===== config.mk =====
export PLATFORM = sky130hd
export DESIGN_NAME = mic_decimator
export DESIGN_NICKNAME = d
export VERILOG_FILES = /design/src/rtl/mic_decimator.sv
export SDC_FILE = /design/constraint.sdc
export NUM_CORES = 1
export LEC_CHECK = 0
export CAP_MARGIN = 10
export CORE_MARGIN = 4
export CORE_UTILIZATION = 55
export CTS_CLUSTER_DIAMETER = 100
export CTS_CLUSTER_SIZE = 16
export DETAILED_ROUTE_END_ITERATION = 6
export PLACE_DENSITY = 0.76
export SYNTH_ARGS = -nofsm -noshare
export SYNTH_HDL_FRONTEND = slang
export SYNTH_SLANG_ARGS = --single-unit

===== constraint.sdc =====
create_clock -name clk_in -period 7.9 [get_ports clk_in]
set_input_delay 2.37 -clock clk_in [delete_from_list [all_inputs] [get_ports clk_in]]
set_output_delay 2.37 -clock clk_in [all_outputs]
set_load 0.02 [all_outputs]

===== src/rtl/mic_decimator.sv =====
// mic_decimator
// Boxcar decimator for the I2S microphone path. Averages 2**LOG2_RATIO
// consecutive samples per channel and presents each average on a
// valid/ready stream. The input side never stalls. Each channel has one
// pending slot behind the output register. A result that finds its slot
// still full is dropped, and the sticky overrun flag is raised.
//
// Ports:
//   clk_in           system clock
//   rst_in           synchronous active-low reset
//   sample_in        signed PCM sample from the front end
//   sample_ch_in     channel of sample_in (0 = left, 1 = right)
//   sample_valid_in  one-cycle strobe qualifying sample_in/sample_ch_in
//   sample_out       signed decimated sample
//   sample_ch_out    channel of sample_out
//   sample_valid_out output register holds a sample
//   sample_ready_in  downstream accepts the output this cycle
//   overrun_out      sticky: a completed result was dropped
//
// Optional build macro MIC_DECIMATOR_DC_BLOCK_EN inserts a first-order
// DC blocker, which adds one cycle of latency. DC_SHIFT sets its time
// constant.
module mic_decimator #(
  parameter int SAMPLE_WIDTH = 24,
  parameter int LOG2_RATIO   = 2,
  parameter int DC_SHIFT     = 10
) (
  input  logic                    clk_in,
  input  logic                    rst_in,
  input  logic [SAMPLE_WIDTH-1:0] sample_in,
  input  logic                    sample_ch_in,
  input  logic                    sample_valid_in,
  output logic [SAMPLE_WIDTH-1:0] sample_out,
  output logic                    sample_ch_out,
  output logic                    sample_valid_out,
  input  logic                    sample_ready_in,
  output logic                    overrun_out
);

  localparam int RATIO = 1 << LOG2_RATIO;
  // Keep at least one counter bit so the LOG2_RATIO = 0 build elaborates.
  // In that build the counter sits at 0, and every sample is the last one.
  localparam int CNT_W = (LOG2_RATIO > 0) ? LOG2_RATIO : 1;
  localparam int ACC_W = SAMPLE_WIDTH + LOG2_RATIO;
  localparam logic [CNT_W-1:0] CNT_LAST = CNT_W'(RATIO - 1);

  // Reject parameter values the datapath was not sized for.
  if (LOG2_RATIO < 0 || LOG2_RATIO > 8 || DC_SHIFT < 1) begin : gBadParams
    $error("mic_decimator: LOG2_RATIO must be 0..8 and DC_SHIFT >= 1");
  end

  logic signed [ACC_W-1:0]        acc_q [2];
  logic signed [ACC_W-1:0]        acc_d [2];
  logic        [CNT_W-1:0]        cnt_q [2];
  logic        [CNT_W-1:0]        cnt_d [2];
  logic signed [ACC_W-1:0]        sampleExt;
  logic signed [ACC_W-1:0]        chSum;
  logic                           rawDone;
  logic signed [SAMPLE_WIDTH-1:0] rawResult;

  // Completed-result event as seen by the pending slots.
  logic                    doneEvt;
  logic                    doneCh;
  logic [SAMPLE_WIDTH-1:0] doneData;

  logic [SAMPLE_WIDTH-1:0] pendData_q [2];
  logic [SAMPLE_WIDTH-1:0] pendData_d [2];
  logic [1:0]              pendFull_q, pendFull_d;
  logic [SAMPLE_WIDTH-1:0] outData_q, outData_d;
  logic                    outCh_q, outCh_d;
  logic                    outValid_q, outValid_d;
  logic                    overrun_q, overrun_d;

  logic [1:0]              hit, candValid, taken;
  logic [SAMPLE_WIDTH-1:0] candData [2];
  logic                    outFree, load, sel;

  // Widening a signed value sign-extends it.
  assign sampleExt = ACC_W'($signed(sample_in));

  // Accumulate per channel. The last sample of a window does not go back
  // into the accumulator. It forms the floored average directly, and the
  // channel state returns to zero on the same edge.
  always_comb begin
    acc_d     = acc_q;
    cnt_d     = cnt_q;
    rawDone   = 1'b0;
    chSum     = acc_q[sample_ch_in] + sampleExt;
    rawResult = SAMPLE_WIDTH'(chSum >>> LOG2_RATIO);
    if (sample_valid_in) begin
      if (cnt_q[sample_ch_in] != CNT_LAST) begin
        acc_d[sample_ch_in] = chSum;
        cnt_d[sample_ch_in] = cnt_q[sample_ch_in] + CNT_W'(1);
      end else begin
        acc_d[sample_ch_in] = '0;
        cnt_d[sample_ch_in] = '0;
        rawDone             = 1'b1;
      end
    end
  end

  // Accumulator and counter registers.
  always_ff @(posedge clk_in) begin
    if (!rst_in) begin
      acc_q[0] <= '0;
      acc_q[1] <= '0;
      cnt_q[0] <= '0;
      cnt_q[1] <= '0;
    end else begin
      acc_q <= acc_d;
      cnt_q <= cnt_d;
    end
  end

`ifdef MIC_DECIMATOR_DC_BLOCK_EN
  localparam int DC_W = SAMPLE_WIDTH + DC_SHIFT;
  localparam logic signed [SAMPLE_WIDTH+1:0] Y_MAX =
    $signed({3'b000, {(SAMPLE_WIDTH-1){1'b1}}});
  localparam logic signed [SAMPLE_WIDTH+1:0] Y_MIN =
    $signed({3'b111, {(SAMPLE_WIDTH-1){1'b0}}});

  logic                           stgValid_q, stgCh_q;
  logic signed [SAMPLE_WIDTH-1:0] stgX_q;
  logic signed [DC_W-1:0]         dc_q [2];
  logic signed [DC_W-1:0]         dc_d [2];
  logic signed [DC_W+1:0]         dcErr;
  logic signed [SAMPLE_WIDTH+1:0] yWide;
  logic signed [SAMPLE_WIDTH-1:0] ySat;

  // DC blocker. dc holds the tracked mean with DC_SHIFT fractional bits.
  // The output is the average minus the integer part of the tracked mean,
  // clipped to the sample range. The tracked mean then moves a fraction
  // of the error toward the average.
  always_comb begin
    dc_d  = dc_q;
    dcErr = ((DC_W+2)'(stgX_q) <<< DC_SHIFT) - (DC_W+2)'(dc_q[stgCh_q]);
    yWide = (SAMPLE_WIDTH+2)'(stgX_q)
          - (SAMPLE_WIDTH+2)'(dc_q[stgCh_q] >>> DC_SHIFT);
    if (yWide > Y_MAX) begin
      ySat = SAMPLE_WIDTH'(Y_MAX);
    end else if (yWide < Y_MIN) begin
      ySat = SAMPLE_WIDTH'(Y_MIN);
    end else begin
      ySat = SAMPLE_WIDTH'(yWide);
    end
    if (stgValid_q) begin
      dc_d[stgCh_q] = dc_q[stgCh_q] + DC_W'(dcErr >>> DC_SHIFT);
    end
  end

  // The stage register between the averager and the blocker is the
  // extra cycle of latency this feature adds.
  always_ff @(posedge clk_in) begin
    if (!rst_in) begin
      stgValid_q <= 1'b0;
      stgCh_q    <= 1'b0;
      stgX_q     <= '0;
      dc_q[0]    <= '0;
      dc_q[1]    <= '0;
    end else begin
      stgValid_q <= rawDone;
      stgCh_q    <= sample_ch_in;
      stgX_q     <= rawResult;
      dc_q       <= dc_d;
    end
  end

  assign doneEvt  = stgValid_q;
  assign doneCh   = stgCh_q;
  assign doneData = ySat;
`else
  assign doneEvt  = rawDone;
  assign doneCh   = sample_ch_in;
  assign doneData = rawResult;
`endif

  // Output and pending-slot steering. A result completing this cycle is
  // offered to the output register alongside the pending slots. That
  // bypass gives one cycle of latency when the output is free. A slot
  // that drains on the same edge its channel completes takes the new
  // result, and only a slot that stays full drops the result.
  always_comb begin
    for (int c = 0; c < 2; c++) begin
      hit[c]       = doneEvt && (int'(doneCh) == c);
      candValid[c] = pendFull_q[c] || hit[c];
      candData[c]  = pendFull_q[c] ? pendData_q[c] : doneData;
    end
    outFree = !outValid_q || sample_ready_in;
    sel     = !candValid[0];
    load    = outFree && (candValid != 2'b00);

    outValid_d = outValid_q;
    outData_d  = outData_q;
    outCh_d    = outCh_q;
    if (outFree) begin
      outValid_d = load;
    end
    if (load) begin
      outData_d = candData[sel];
      outCh_d   = sel;
    end

    pendFull_d = pendFull_q;
    pendData_d = pendData_q;
    overrun_d  = overrun_q;
    for (int c = 0; c < 2; c++) begin
      taken[c] = load && (int'(sel) == c);
      if (pendFull_q[c]) begin
        if (taken[c]) begin
          pendFull_d[c] = hit[c];
          if (hit[c]) begin
            pendData_d[c] = doneData;
          end
        end else if (hit[c]) begin
          overrun_d = 1'b1;
        end
      end else if (hit[c] && !taken[c]) begin
        pendFull_d[c] = 1'b1;
        pendData_d[c] = doneData;
      end
    end
  end

  // Output register, pending slots and the sticky overrun flag.
  always_ff @(posedge clk_in) begin
    if (!rst_in) begin
      pendFull_q    <= '0;
      pendData_q[0] <= '0;
      pendData_q[1] <= '0;
      outData_q     <= '0;
      outCh_q       <= 1'b0;
      outValid_q    <= 1'b0;
      overrun_q     <= 1'b0;
    end else begin
      pendFull_q <= pendFull_d;
      pendData_q <= pendData_d;
      outData_q  <= outData_d;
      outCh_q    <= outCh_d;
      outValid_q <= outValid_d;
      overrun_q  <= overrun_d;
    end
  end

  assign sample_out       = outData_q;
  assign sample_ch_out    = outCh_q;
  assign sample_valid_out = outValid_q;
  assign overrun_out      = overrun_q;

endmodule


* Yosys cells after proc, flatten, opt, wreduce, memory -nomap -nowiden *
Index checks and enable logic that the tools add are counted.

storage, ports and cells
  output and inout port bits = 27
  word-level logic and storage cells = 89
  register bits after elaboration = 133

cells by class
  reductions and logical operators = 20
  bitwise gates (word level) = 7
  equal/unequal tests = 5
  $lt $le $gt $ge = 3
  muxes and demuxes = 41
  $add $sub $neg = 2

operators by type and width
  cell                                                              number
  24-bit 2-to-1 mux                                                 13
  26-bit 2-to-1 mux                                                 4
  52-bit bitwise AND                                                1
  52-bit bitwise mux                                                1
  52-bit 2-to-1 mux                                                 1
  52-bit inverter                                                   1
  26-bit by 24-bit adder with 26-bit output                         1
  26-bit demux with 1-bit select                                    1
  1-bit 2-to-1 mux                                                  14
  1-bit logical AND                                                 8
  2-bit 2-to-1 mux                                                  4
  2-bit by 1-bit != test with 1-bit output (second input constant)  4
  3-bit AND reduction                                               2
  2-bit nonzero test                                                3
  4-bit bitwise AND                                                 1
  4-bit bitwise mux                                                 1
  2-bit >= comparator (second input constant)                       2
  1-bit zero test                                                   4
  4-bit 2-to-1 mux                                                  1
  1-bit inverter with 2-bit output                                  2
  4-bit inverter                                                    1
  1-bit logical OR                                                  3
  2-bit by 1-bit adder with 2-bit output (second input constant)    1
  2-bit demux with 1-bit select                                     1
  other kinds (3)                                                   3

* Logic depth before layout (Yosys ltp) *
Gate-level depths: netlist of the first run.

  word-level depth = 17
  mapped depth = 13
  depth with buffers taken out = 10

* Worst setup path before layout of the first run *
OpenSTA, ideal clock, no wires.

  kind = in2reg
  start point = input sample_ch_in
  end point = register outData_q[22] (netlist: sample_out[22])
  path buffers = 4
  cell stages on the path = 13
  data required time = 7.830 ns
  arrival time = 5.519 ns
  path slack = 2.311 ns
  path through = clkbuf_1 > buf_1 > clkbuf_1 > mux2_2 > ha_1 > clkbuf_1 > nand2_1 > o21a_1 > a211oi_1 > o22ai_1 > a211o_2 > or3_1 > a21oi_1

between the ends
  longest elaborated chain between the ends = 14
  elaborated cells between the ends (all ways) = 25

RTL lines
  element                                                                             line  text
  from (decl)                                                                         31    input logic sample_ch_in,
  branches (longest 14 deep; another with 26-bit by 24-bit adder with 26-bit output)  --
  to (signal assigned)                                                                237   outData_q <= outData_d;
  to (decl)                                                                           69    logic [SAMPLE_WIDTH-1:0] outData_q, outData_d;

Parallel ways; which one is timed is not known. The select of a mux whose other input is x is not followed.
A chain may end at the register's enable or synchronous reset.

* Worst setup path after layout of the first run *
  start point = input sample_ch_in
  end point = register outData_q[14] (netlist: sample_out[14])

The elaborated chain is that of the path after synthesis.

==> impl_metrics.toml, run 1 <==
[outcome]
status = "complete, no violations"

[drt]
final_antenna_net_count = 0
dr.pass1.iters = 6
wl_um = 21400
drc = 0
wl_per_cell_um = 19.5
drt-initial-drc-count = 638
num_vias = 6706
routed_via_density = 6.11

[min_path]
hold_class = "flop to flop"

[die]
coreArea_um2 = 12800
num_rows = 41
io_pins = 56
die_area_um2 = 15100
die_w_um = 123
floorplan.initialDensity_pct = 56.7
die_h_um = 123

[clock_network]
clk_transition_reported_paths_ns = 0.06
cts_made_buffers = 17
holdBufCountCts = 0
clkLatencyLatePin_ns = 0.42
cts_tree = "yes"
cts.htree.levels = 4
cts-root-buf = "clkbuf_16"
cts_setup_buffers = 0
clockBufferDepth = 2
numClockSinks = 133
ctsResizeCount = 0

[global_route]
antenna_found_initial = 0
grt_use_total_pct = 29.1
grt_pass1_wl_um = 34100
use_met1_pct = 40.4
grt_pass1_vias = 6603
use_met2_pct = 45.4
grt_start_max_net_pins = 101
grt_overflow = 0
busiest_layer = "met2"
use_met3_pct = 5.39

[critical_path]
criticalPathCategory = "primary input to flop"
cp_max_fo = 33
arrival_ns = 6.09
critical_path.endpoint_type = "flop"
start_kind = "primary input"
critical_path_required_ns = 8.21

[logic_synthesis]
synth_top_family_by_area = "compound AO/OA/AOI/OAI gates"
synth-main-ff-cell = "dfxtp_1"
synth.distinct_cells = 73
syn_area_um2 = 7240
netlist.area_leader.share_pct = 36.8
synthAdderAreaFrac_pct = 4.77
avgSynthCellArea_um2 = 8.13
synth_edf_count = 0
syn_inst = 891
synthArstFlopShare_pct = 0
synth_compound_area_share_pct = 25.7
synth_top_cell_by_area = "dfxtp_1"
syn_nets = 947
synth_area_leaders = "dfxtp_1 37%, nand2_1 7.9%, o21ai_0 5.2%"
synth-simple-area-share_pct = 20.7
synthMuxAreaShare_pct = 5.32
synth-seq-cells = 133
synth_xor_area_share_pct = 3.14
yosysSeqAreaShare_pct = 36.8
yosysWarningCount = 0

[pwr]
power_frac_seq_pct = 38.1
sw_frac_of_total_pct = 28.4
peakVddDrop_mv = 0.171
p_int_mw = 1.33
p_switching_mw = 0.526
pwr-share-comb_pct = 17.5
p_leak_nw = 3.18
cellPowerDensity_nw_per_um2 = 220
pwr-share-clk_pct = 44.4

[placement]
finalWeightedCongestion = 0.919
io_buffers = 55
placed_area_um2 = 7830
dp_hpwl_um = 14700

[cells_and_area]
drive_gt1_share_pct = 9.62
final_nets = 968
diodes = 0
final_cell_area_um2 = 8440
syn_to_final_growth_pct = 16.5

[timing]
finalMaxSlewViolations = 0
max_freq_ghz = 0.173
finalCritPeriodShare_pct = 73.2
tns_ns = 0
rsz0062_at_grt = "false"
final_hold_viol_count = 0
period_minus_slack_ns = 5.78
worst_slew_pin_slew_ns = 1.14
max_slew_margin_pct = 24.0
setup_viol = 0
fin_worst_skew_ns = 0.00613

[flow_run]
maxCapViolCount = 0
[registers in the layout, indices dropped and copies added, names as in the netlist]
register / flops
acc_q: 52
cnt_q: 4
overrun_out: 1
pendData_q: 48
pendFull_q: 2
sample_ch_out: 1
sample_out: 24
sample_valid_out: 1
[routing by layer]
metal / up-vias / wire [um] / part of all wire (%)
met5: - / 0 / 0
met3: 29 / 1520 / 7.1
met4: 0 / 322 / 1.5
met1: 3214 / 9680 / 45
met2: 260 / 9890 / 46
li1: 3203 / - / -
[cell type report]
type / count / area [um2]
clock buffer: 22 / 464
clock inverter: 10 / 143
fill: 1037 / 4340
inverter: 4 / 15.0
multi-input combinational: 691 / 4310
sequential: 133 / 2660
tap: 172 / 215
timing repair buffer: 65 / 621
[worst max-delay path, stage by stage]
cell and delay (ns):
clkdlybuf4s50_1 0.55, buf_4 0.45, mux2_2 0.40, ha_1 0.45, nand2_1 0.15, o21ai_0 0.40
a21oi_2 0.12, o31a_1 0.30, xor2_1 0.48, nor2_1 0.13, o221a_2 0.27
[final timing paths]
kind                                  endpoint  slack [ns]  cells after the start    startpoint
worst min-delay path                 acc_q[16]        0.45                      2     acc_q[16]
worst max register to register  pendData_q[40]        4.57                     10     acc_q[26]
worst min register to register       acc_q[16]        0.45                      2     acc_q[16]
worst max-delay path            sample_out[14]        2.12                     11  sample_ch_in
[cell usage in the layout (no fill, tap or decap), types with 3 or more instances in the layout]
| master | instances |
|---|---|
| nand3b_1 | 4 |
| o21ai_1 | 13 |
| o31ai_1 | 5 |
| nand2_1 | 153 |
| a21boi_1 | 19 |
| xor2_1 | 11 |
| nand2b_1 | 3 |
| o211a_1 | 5 |
| a21oi_1 | 62 |
| clkbuf_1 | 3 |
| a21boi_0 | 15 |
| and2_1 | 19 |
| xnor2_1 | 15 |
| clkdlybuf4s50_1 | 54 |
| a211oi_1 | 4 |
| bufinv_16 | 3 |
| mux2i_1 | 7 |
| a311oi_1 | 3 |
| and3_1 | 8 |
| or3_1 | 3 |
| inv_6 | 4 |
| nor3_1 | 12 |
| a31oi_1 | 3 |
| mux2_2 | 28 |
| a21o_1 | 4 |
| o2111ai_1 | 3 |
| o21a_1 | 12 |
| ha_1 | 26 |
| dfxtp_1 | 132 |
| a22oi_1 | 11 |
| nor2b_1 | 31 |
| o21ai_0 | 75 |
| nand3_1 | 25 |
| a22o_1 | 4 |
| clkbuf_16 | 17 |
| o211ai_1 | 10 |
| nand4_1 | 7 |
| nor2_1 | 49 |
| buf_4 | 10 |
| inv_1 | 4 |
[power groups by stage]
stage          Clock, mW  Combinational [mW]  Sequential [mW]
2_1_floorplan          0               0.223            0.716
3_3_place_gp           0               0.309            0.718
3_5_place_dp           0               0.315            0.719
4_1_cts            0.829               0.319            0.705
5_1_grt            0.861               0.355            0.707
6_report           0.824               0.324            0.705
[synthesized netlist by cell type, types with 5 or more instances]
cell and count:
a21oi_1 62, a22oi_1 11, mux2i_1 7, and3_1 8, o31ai_1 5, xnor2_1 15
dfxtp_1 133, o21a_1 12, a21boi_1 19, mux2_2 28, buf_2 8, and2_1 19
nand4_1 7, clkbuf_1 48, buf_1 6, o211a_1 5, xor2_1 11, nand2_1 153
nor2_1 49, o211ai_1 10, o21ai_0 75, nand3_1 25, o21ai_1 13, a21boi_0 15
ha_1 26, nor3_1 12, nor2b_1 31
[per-stage QoR]
step           hold slack [ns]  setup slack, ns  power [mW]  utilization (%)  cells
6_report                 0.453             2.12        1.85             66.0   1097
5_1_grt                  0.477             1.89        1.92             66.0   1097
4_1_cts                  0.455             2.17        1.85             66.0   1097
2_1_floorplan            0.420             2.31       0.939                -    891
3_3_place_gp             0.429             1.73        1.03             61.3   1065
3_5_place_dp             0.440             1.76        1.03             61.3   1065
[kinds of logic after synthesis]
| group | count (synthesis) |
|---|---|
| AND/OR/NAND/NOR | 325 |
| AO/OA/AOI/OAI | 278 |
| flip-flops | 133 |
| buffers and inverters | 67 |
| multiplexers | 35 |
| adder cells (fa/ha/maj) | 27 |
| XOR/XNOR | 26 |
No activity file was read; power rests on OpenSTA's default activity.
==> run 2, diff against run 1 <==
--- a/config.mk
+++ b/config.mk
@@ -7,7 +7,7 @@
 export LEC_CHECK = 0
 export CAP_MARGIN = 10
 export CORE_MARGIN = 4
-export CORE_UTILIZATION = 55
+export CORE_UTILIZATION = 53
 export CTS_CLUSTER_DIAMETER = 100
 export CTS_CLUSTER_SIZE = 16
 export DETAILED_ROUTE_END_ITERATION = 6
==> constraint.sdc (replaced) <==
create_clock -name clk_in -period 5.3 [get_ports clk_in]
set_input_delay 1.59 -clock clk_in [delete_from_list [all_inputs] [get_ports clk_in]]
set_output_delay 1.59 -clock clk_in [all_outputs]
set_load 0.02 [all_outputs]
==> impl_metrics.toml, run 2 (synthesis results as in run 1) <==
[global_route]
grt_overflow = 0
grt_pass1_wl_um = 32700
grt_start_max_net_pins = 63
grt_use_total_pct = 25.7
antenna_found_initial = 0
grt_pass1_vias = 6346

[die]
die_w_um = 125
io_pins = 56
num_rows = 42
die_h_um = 125
die_area_um2 = 15600
floorplan.initialDensity_pct = 54.5
coreArea_um2 = 13300

[timing]
fin_worst_skew_ns = 0.00516
finalMaxSlewViolations = 0
max_freq_ghz = 0.209
finalCritPeriodShare_pct = 90.3
period_minus_slack_ns = 4.79
whs_ns = 0.445
final_hold_viol_count = 0
rsz0062_at_grt = "false"
worst_slew_pin_slew_ns = 0.865
setup_viol = 0
tns_ns = 0
max_slew_margin_pct = 42.2

[outcome]
status = "complete, no violations"

[clock_network]
cts-root-buf = "clkbuf_16"
cts_setup_buffers = 0
cts_made_buffers = 17
holdBufCountCts = 0
cts_tree = "yes"
clk_transition_reported_paths_ns = 0.06
ctsResizeCount = 0
cts.htree.levels = 4
clockBufferDepth = 2
numClockSinks = 133
clkLatencyLatePin_ns = 0.43

[critical_path]
critical_path_required_ns = 5.60
cp_top_family = "compound AO/OA/AOI/OAI gates"
start_kind = "primary input"
critical_path.endpoint_type = "flop"
criticalPathCategory = "primary input to flop"
cp_max_fo = 4
slowest_stage = "clkdlybuf4s50_1"
path_buf_inv = 1
cp_common_cell = "a211oi_1"
arrival_ns = 5.08
path_cells = "clkdlybuf4s50_1 > mux2_2 > ha_1 > fa_1 > a211oi_1 > o21ai_1 > a211oi_1 > nor2_1 > a21oi_1 > xor2_1 > o21ai_0"
cpPeakStageDelay_ns = 0.57

[cells_and_area]
mostFrequentLayoutCell = "nand2_1"
final_nets = 988
mostFrequentLayoutCells = "153 x nand2_1, 132 x dfxtp_1, 75 x o21ai_0"
diodes = 0
largest-register = "acc_q"
final_cell_area_um2 = 8700
drive_gt1_share_pct = 11.7
largest_reg_flops = 52
syn_to_final_growth_pct = 20.2

[drt]
routed_via_density = 5.90
drt-initial-drc-count = 647
m1WireLength_um = 8460
wl_um = 20000
wl_per_cell_um = 17.9
final_antenna_net_count = 0
dr.pass1.iters = 5
top_layer = "met4"
drc = 0
num_vias = 6607
route.met3.wl_um = 1240
met2_length_um = 9820

[placement]
dp_hpwl_um = 13600
placed_area_um2 = 8000
io_buffers = 55
finalWeightedCongestion = 0.961

[pwr]
peakVddDrop_mv = 0.291
p_leak_nw = 3.33
cellPowerDensity_nw_per_um2 = 343

[min_path]
hold_class = "flop to flop"

[flow_run]
maxCapViolCount = 0
[run 2: changes by cell type in the layout (fill, tap and decap cells not counted), sizes merged]
cell      before  now
buf           11   31
bufinv         3    8
clkbuf        22   18
inv            8    6
clkinv         2    3
clkinvlp       1    0
[run 2: per-layer routing]
metal  track usage [%]  vias to the layer above
met2              44.1                      222
li1                  -                     3238
met5                 0                        -
met3              5.19                       38
met4              9.25                        0
met1              32.1                     3109
[run 2: worst paths after layout]
check	start	endpoint	slack, ns	depth (start not counted)
worst max-delay path	sample_ch_in	acc_q[18]	0.51	11
worst min register to register	acc_q[45]	acc_q[45]	0.44	2
worst max register to register	acc_q[0]	acc_q[18]	2.04	10
worst min-delay path	acc_q[45]	acc_q[45]	0.44	2
[run 2: worst min-delay path: stages (launching register included)]
cell and delay [ns]:
dfxtp_1 0.30, nand2_1 0.05, o21ai_1 0.05
[run 2: stage by stage]
step                std cells  utilization (%)  setup slack (ns)  power, mW
floorplan                 891                -             0.491       1.40
global placement         1089             60.1             0.202       1.56
detailed placement       1089             60.1             0.118       1.56
CTS                      1120             65.5             0.544       2.99
global route             1120             65.5             0.286       3.09
finish                   1120             65.5             0.514       2.99
[run 2: where the power goes]
part / switching (mW) / internal, mW
Combinational: 0.302 / 0.197
Sequential: 0.0164 / 1.03
Clock: 0.462 / 0.976
[run 2: area by class of cell]
cell class | count | area [um2]
clock buffer | 18 | 429
clock inverter | 13 | 277
fill | 1163 | 4590
inverter | 4 | 15.0
multi-input combinational | 691 | 4310
sequential | 133 | 2660
tap | 176 | 220
timing repair buffer | 85 | 783
